--- src/rtl/uart_rx_parity.sv ---
// UART receiver: 2-FF synchroniser, start-bit glitch filter, 8N1 with optional odd/even parity.
// Defining UART_RX_BREAK_DET_EN builds break detection; otherwise break_det is tied low.
module uart_rx_parity #(
  parameter int unsigned CLKS_PER_BIT = 868
) (
  input  logic       clk,
  input  logic       rst,
  input  logic       rx,
  input  logic [1:0] parity_type,
  output logic [7:0] data_out,
  output logic       data_valid,
  output logic       parity_err,
  output logic       frame_err,
  output logic       busy,
  output logic       break_det
);

  localparam int unsigned CntW = (CLKS_PER_BIT > 1) ? $clog2(CLKS_PER_BIT) : 1;
  localparam int unsigned Half = CLKS_PER_BIT / 2;
  localparam logic [CntW-1:0] HalfLast = CntW'(Half - 1);
  localparam logic [CntW-1:0] BitLast  = CntW'(CLKS_PER_BIT - 1);

  typedef enum logic [2:0] {
    StIdle,
    StStart,
    StData,
    StParity,
    StStop,
    StWaitHigh
  } state_e;

  state_e          state;
  logic            rx_meta;
  logic            rx_s;
  logic [CntW-1:0] cnt;
  logic [2:0]      idx;
  logic [7:0]      shift;
  logic [1:0]      ptype;
  logic            par_err_q;
  logic            exp_par;
  logic            stop_fire;

  always_ff @(posedge clk) begin
    if (rst) begin
      rx_meta <= 1'b1;
      rx_s    <= 1'b1;
    end else begin
      rx_meta <= rx;
      rx_s    <= rx_meta;
    end
  end

  // Odd parity expects the bit that makes the total count of ones odd.
  always_comb begin
    exp_par   = (ptype == 2'b01) ? ~^shift : ^shift;
    stop_fire = (state == StStop) && (cnt == BitLast);
  end

  always_ff @(posedge clk) begin
    if (rst) begin
      state      <= StIdle;
      cnt        <= '0;
      idx        <= 3'd0;
      shift      <= 8'h00;
      ptype      <= 2'b00;
      par_err_q  <= 1'b0;
      data_out   <= 8'h00;
      data_valid <= 1'b0;
      parity_err <= 1'b0;
      frame_err  <= 1'b0;
      busy       <= 1'b0;
    end else begin
      data_valid <= 1'b0;
      case (state)
        StIdle: begin
          if (!rx_s) begin
            state <= StStart;
            cnt   <= '0;
            busy  <= 1'b1;
          end
        end
        StStart: begin
          if (cnt == HalfLast) begin
            cnt <= '0;
            if (rx_s) begin
              state <= StIdle;
              busy  <= 1'b0;
            end else begin
              state     <= StData;
              ptype     <= parity_type;
              idx       <= 3'd0;
              par_err_q <= 1'b0;
            end
          end else begin
            cnt <= cnt + 1'b1;
          end
        end
        StData: begin
          if (cnt == BitLast) begin
            cnt   <= '0;
            shift <= {rx_s, shift[7:1]};
            if (idx == 3'd7) begin
              state <= ((ptype == 2'b01) || (ptype == 2'b10)) ? StParity : StStop;
            end else begin
              idx <= idx + 1'b1;
            end
          end else begin
            cnt <= cnt + 1'b1;
          end
        end
        StParity: begin
          if (cnt == BitLast) begin
            cnt       <= '0;
            par_err_q <= (rx_s != exp_par);
            state     <= StStop;
          end else begin
            cnt <= cnt + 1'b1;
          end
        end
        StStop: begin
          if (cnt == BitLast) begin
            cnt        <= '0;
            data_out   <= shift;
            data_valid <= 1'b1;
            parity_err <= par_err_q;
            frame_err  <= ~rx_s;
            if (rx_s) begin
              state <= StIdle;
              busy  <= 1'b0;
            end else begin
              state <= StWaitHigh;
            end
          end else begin
            cnt <= cnt + 1'b1;
          end
        end
        StWaitHigh: begin
          // A held-low line must return high before a new start bit is accepted.
          if (rx_s) begin
            state <= StIdle;
            busy  <= 1'b0;
          end
        end
        default: begin
          state <= StIdle;
          busy  <= 1'b0;
        end
      endcase
    end
  end

`ifdef UART_RX_BREAK_DET_EN
  logic par_bit;

  always_ff @(posedge clk) begin
    if (rst) begin
      par_bit   <= 1'b0;
      break_det <= 1'b0;
    end else begin
      break_det <= 1'b0;
      if (state == StStart) begin
        par_bit <= 1'b0;
      end else if ((state == StParity) && (cnt == BitLast)) begin
        par_bit <= rx_s;
      end
      if (stop_fire) begin
        break_det <= (shift == 8'h00) && !par_bit && !rx_s;
      end
    end
  end
`else
  assign break_det = 1'b0;
  logic unused_stop_fire;
  assign unused_stop_fire = stop_fire;
`endif

endmodule
--- config.mk ---
export PLATFORM = sky130hd
export DESIGN_NAME = uart_rx_parity
export DESIGN_NICKNAME = d
export VERILOG_FILES = /design/src/rtl/uart_rx_parity.sv
export SDC_FILE = /design/constraint.sdc
export NUM_CORES = 1
export LEC_CHECK = 0
export ABC_AREA = 1
export CORE_MARGIN = 10
export CORE_UTILIZATION = 30
export CTS_CLUSTER_DIAMETER = 50
export DETAILED_ROUTE_END_ITERATION = 16
export MAX_ROUTING_LAYER = met4
export PLACE_DENSITY = 0.46
export SKIP_LAST_GASP = 1
export SYNTH_ARGS = -nofsm -noshare
export SYNTH_HDL_FRONTEND = slang
export SYNTH_SLANG_ARGS = --single-unit
--- constraint.sdc ---
create_clock -name clk -period 2.9 [get_ports clk]
set_input_delay 0.725 -clock clk [delete_from_list [all_inputs] [get_ports clk]]
set_output_delay 0.725 -clock clk [all_outputs]
set_load 0.01 [all_outputs]
## Yosys cells after proc, flatten, opt, wreduce, memory -nomap -nowiden

Cells that the tools add are included.

| word-level totals | value |
|---|---|
| bits of input ports | 5 |
| output and inout bits | 13 |
| register bits after elaboration | 41 |
| logic and storage cells | 87 |

| cells by class | value |
|---|---|
| muxes and demuxes | 31 |
| bitwise gates (word level) | 3 |
| equal/unequal tests | 20 |
| reductions and logical operators | 18 |
| $add $sub $neg | 2 |

Operators with widths:

| operator | number |
|---|---|
| two-way mux 3 bit | 13 |
| two-way mux 10 bit | 3 |
| one-hot mux 10 bit (3 select lines) | 1 |
| one-hot mux 3 bit (6 select lines) | 1 |
| != test 2 bit (second input constant) | 8 |
| adder 10 x 1 -> 10 bit (second input constant) | 1 |
| equality test 10 bit (second input constant) | 1 |
| equality test 10 x 9 -> 1 bit (second input constant) | 1 |
| equality test 3 bit (second input constant) | 3 |
| two-way mux 1 bit | 9 |
| AND reduction 4 bit | 2 |
| XNOR reduction 8 bit | 1 |
| parity 8 bit | 1 |
| AND reduction 7 bit | 1 |
| equality test 3 x 2 -> 1 bit (second input constant) | 2 |
| one-hot mux 3 bit (2 select lines) | 1 |
| AND reduction 2 bit | 3 |
| one-hot mux 1 bit (5 select lines) | 1 |
| AND reduction 5 bit | 1 |
| nonzero test 2 bit | 2 |
| OR reduction 2 bit | 2 |
| adder 3 x 1 -> 3 bit (second input constant) | 1 |
| equality test 3 x 1 -> 1 bit (second input constant) | 1 |
| zero test 3 bit | 1 |
| other kinds (11) | 13 |

## Depth between registers and ports, before layout

| logic depth | value |
|---|---|
| word-level depth | 6 |
| mapped depth | 12 |
| depth with buffers taken out | 12 |

## Least setup slack after synthesis

OpenSTA, ideal clock, no wires.

| timing | value |
|---|---|
| path kind | register to register |
| start point | reg cnt[0] |
| end point | reg cnt[8] |
| data required time | 2,776 ps |
| path slack | 1,383 ps |
| buffers on the path | 0 |
| clock period less this slack | 1,517 ps |
| arrival | 1,394 ps |
| stages on the path, launching flop included | 9 |
| library setup time | 124 ps |
| cells stage by stage | dfxtp_1 -> ha_1 -> nand3_1 -> nor3_2 -> nand2_2 -> nand2_1 -> nand2_1 -> o21ai_2 -> nor2_1 |

| on the way | value |
|---|---|
| cells in the longest elaborated chain, start to end | 3 |
| elaborated cells between the ends (all ways) | 6 |
| classes of those cells | 1 x add/sub; 2 x eq/ne; 3 x mux |

Ends and longest elaborated chain:

| element | line | text |
|---|---|---|
| start: declaration | 35 | `logic [CntW-1:0] cnt;` |
| start signal: assignment | 95 | `cnt <= cnt + 1'b1;` |
| start signal: assignment | 108 | `cnt <= cnt + 1'b1;` |
| start signal: assignment | 117 | `cnt <= cnt + 1'b1;` |
| adder 10 x 1 -> 10 bit (tied with other cells) | n/a |  |
| two-way mux 10 bit, on equally long branches | n/a |  |
| one-hot mux 10 bit (3 select lines) (*) | 74 | `case (state)` |

Every way passes the cells marked *; elsewhere a longest branch is shown, timed or not.
A chain may end at the register's enable or synchronous reset.

## Final worst setup path

| timing | value |
|---|---|
| start point | reg parity_err |
| end point | out parity_err |

RTL lines:

| element | line | text |
|---|---|---|
| start: declaration | 12 | `output logic parity_err,` |
| start signal: assignment | 125 | `parity_err <= par_err_q;` |

No word-level cell between the ends.

==> results.sh <==
export IMPL_synth_commonest_cells="62 x nand2_1, 41 x dfxtp_1, 35 x inv_1"
export IMPL_wl_met2_um=2020
export IMPL_start_util_pct=30.8
export IMPL_worstPathMaxFanout=2
export IMPL_fin_tns_setup_ps=0
export IMPL_ioPinCount=18
export IMPL_fill_cells=748
export IMPL_nets=325
export IMPL_firstDrtPassIters=4
export IMPL_setup_viol=0
export IMPL_hold_path_startpoint="rx_meta"
export IMPL_r2r_cells=8
export IMPL_hold_violations=0
export IMPL_async_reset_ff_share_pct=0
export IMPL_synth_edff_count=0
export IMPL_holdPathEnd="rx_s"
export IMPL_dr_total_vias=1830
export IMPL_crit_buf_inv=1
export IMPL_place_area_um2=2310
export IMPL_power_density_nw_per_um2=706
export IMPL_yosysMostFrequentCell="nand2_1"
export IMPL_syn_cell_area_um2=2080
export IMPL_leakage_nw=1.02
export IMPL_die_area_um2=10700
export IMPL_syn_nets=307
export IMPL_cts_resized=0
export IMPL_layout_min_cycle_time_ps=1920
export IMPL_finalCritPeriodShare_pct=66.3
export IMPL_totalWireLength_um=4790
export IMPL_yosysTopAreaCell="dfxtp_1"
export IMPL_rsz0062_at_grt="no"
export IMPL_peakVddDrop_uv=282
export IMPL_cts_setup_buffers=0
export IMPL_hp_class="reg2reg"
export IMPL_synth_distinct_cells=33
export IMPL_final_max_slew_violation_count=0
export IMPL_wl_met1_um=2500
export IMPL_cp_start_kind="register"
export IMPL_antenna_found_initial=0
export IMPL_drive_gt1_share_pct=10.4
export IMPL_holdBufCountCts=0
export IMPL_critPathKind="reg2out"
export IMPL_critical_path_slowest_cell="clkdlybuf4s50_1"
export IMPL_gp_congestion=0.828
export IMPL_path_clk_slew_ps=80
export IMPL_grt_pass1_vias=1699
export IMPL_r2r_start="cnt[0]"
export IMPL_clk_latency_ps=300
export IMPL_final_antenna_net_count=0
export IMPL_clock_sinks=41
export IMPL_synth_avg_cell_area_um2=7.01
export IMPL_drc=0
export IMPL_cpPeakStageDelay_ps=560
export IMPL_path_cells="clkdlybuf4s50_1"
export IMPL_core_area_um2=6760
export IMPL_wire_per_inst_um=12.1
export IMPL_clock_tree_buffer_depth=2
export IMPL_end_kind="primary output"
export IMPL_r2r_slack_ps=990
export IMPL_die_w_um=103
export IMPL_ys_seq_area_share_pct=39.4
export IMPL_cp_required_ps=2170
export IMPL_numCtsBuffers=5
export IMPL_vias_per_cell=4.62
export IMPL_htreeDepth=2
export IMPL_yosys_top_cells_area="dfxtp_1 39%, nand2_1 11%, a21oi_1 6.7%, inv_1 6.3%, o21ai_0 5.8%"
export IMPL_cts_root_buf="clkbuf_8"
export IMPL_top_layer="met4"
export IMPL_fin_hold_ws_ps=421
export IMPL_synth_seq_cells=41
export IMPL_max_cap_violations=0
export IMPL_r2r_end="shift[1]"
export IMPL_area_growth_syn_to_layout_pct=16.7
export IMPL_dp_cells=388
export IMPL_overflow=0
export IMPL_num_antenna_cells=0
export IMPL_cts_tree="yes"
export IMPL_holdPathStages=1
export IMPL_wl_met3_um=210
export IMPL_die_h_um=103
export IMPL_fin_skew_ps=5.76
export IMPL_io_buffers=16
export IMPL_hpwl_um=3520
export IMPL_clock_fmax_mhz=520
export IMPL_grt_max_degree=19
export IMPL_worstPathArrival_ps=1200
export IMPL_synth_top_cell_area_share_pct=39.4
export IMPL_grt_pass1_wl_um=8500
export IMPL_final_area_um2=2430
export IMPL_critical_path_top_delay_family="buffers and inverters"
export IMPL_yosysWarnings=0
export IMPL_status="finished, final reports clean"
export IMPL_rows=30
export IMPL_drt_initial_drc_count=106
export IMPL_synth_flop_cell="dfxtp_1"
export IMPL_postSynthCellCount=297
export IMPL_stdcell_count=396
export IMPL_grt_usage_pct=10.2
per-stage QoR:
step | utilization, % | power (W) | setup WS, ps
2_1_floorplan | - | 0.00110 | 1380
3_5_place_dp | 34.2 | 0.00124 | 906
4_1_cts | 36.0 | 0.00174 | 962
6_report | 36.0 | 0.00172 | 978
5_1_grt | 36.0 | 0.00185 | 738
3_3_place_gp | 34.2 | 0.00124 | 941
cells by family (layout without fill, tap and decap cells):
family	count (synthesis)	count (layout)	synth area share, %
buffers and inverters	47	66	9.56
AO/OA/AOI/OAI	59	59	14.6
AND/OR/NAND/NOR	139	139	31.1
other	1	1	0.180
flip-flops	41	41	39.4
XOR/XNOR	5	5	2.10
adder cells (fa/ha/maj)	5	5	3.00
worst register-to-register path: stages (launching register included):
cell and delay [ps]:
dfxtp_1 490, ha_1 250, nand3_1 100, nor3_2 130, nand2_2 160, nor2_4 350, inv_1 100, o21ai_0 160
a21oi_1 60
registers in the layout, indices dropped and copies added (netlist names):
signal      flops
cnt            10
ptype           2
idx             3
busy            1
parity_err      1
shift           8
state           3
frame_err       1
rx_s            1
data_out        8
data_valid      1
rx_meta         1
par_err_q       1
final cells by class:
class | count | area (um2) | share of cell area, %
inverters | 40 | 151 | 6.23
well taps | 80 | 100 | 4.12
clock inverters | 2 | 37.5 | 1.54
flip-flops and latches | 41 | 821 | 33.8
clock buffers | 6 | 82.6 | 3.40
repair buffers | 18 | 175 | 7.21
multi-input cells | 209 | 1060 | 43.7
worst max path at each step:
stage | from | to | slack (ps) | cells past startpoint
floorplan | cnt[0] | cnt[8] | 1380 | 8
global placement | rst | ptype[1] | 940 | 5
detailed placement | rst | data_out[5] | 910 | 5
CTS | parity_err | parity_err | 960 | 1
global route | cnt[0] | shift[1] | 740 | 8
finish | parity_err | parity_err | 980 | 1
power by group:
part / internal, W / switching (W)
Combinational: 0.000181 / 0.000375
Sequential: 0.000601 / 0.0000666
Clock: 0.000280 / 0.000212
Total: 0.00106 / 0.000654
cells in the final DEF, fill, tap and decap left out, types with 2 or more instances in the layout:
| cell | instances |
|---|---|
| clkbuf_8 | 6 |
| o21ai_0 | 24 |
| a21oi_1 | 28 |
| inv_2 | 4 |
| ha_1 | 5 |
| nor2_4 | 3 |
| nor3_2 | 2 |
| nor3_1 | 5 |
| clkdlybuf4s50_1 | 16 |
| nand2_4 | 2 |
| inv_1 | 35 |
| nand3_1 | 21 |
| a31oi_1 | 2 |
| dfxtp_1 | 41 |
| buf_4 | 2 |
| o21ai_1 | 3 |
| xor2_1 | 4 |
| nand3b_1 | 2 |
| nand2_1 | 62 |
| nor2_2 | 2 |
| nand2_2 | 5 |
| nor2_1 | 29 |
| or2_2 | 2 |
per-layer routing:
metal / GRT usage (%) / vias to the layer above
met5: - / -
met4: 3.53 / 0
met3: 3.26 / 4
met2: 14.3 / 21
met1: 13.5 / 819
li1: - / 986
(Power assumes the default switching activity.)
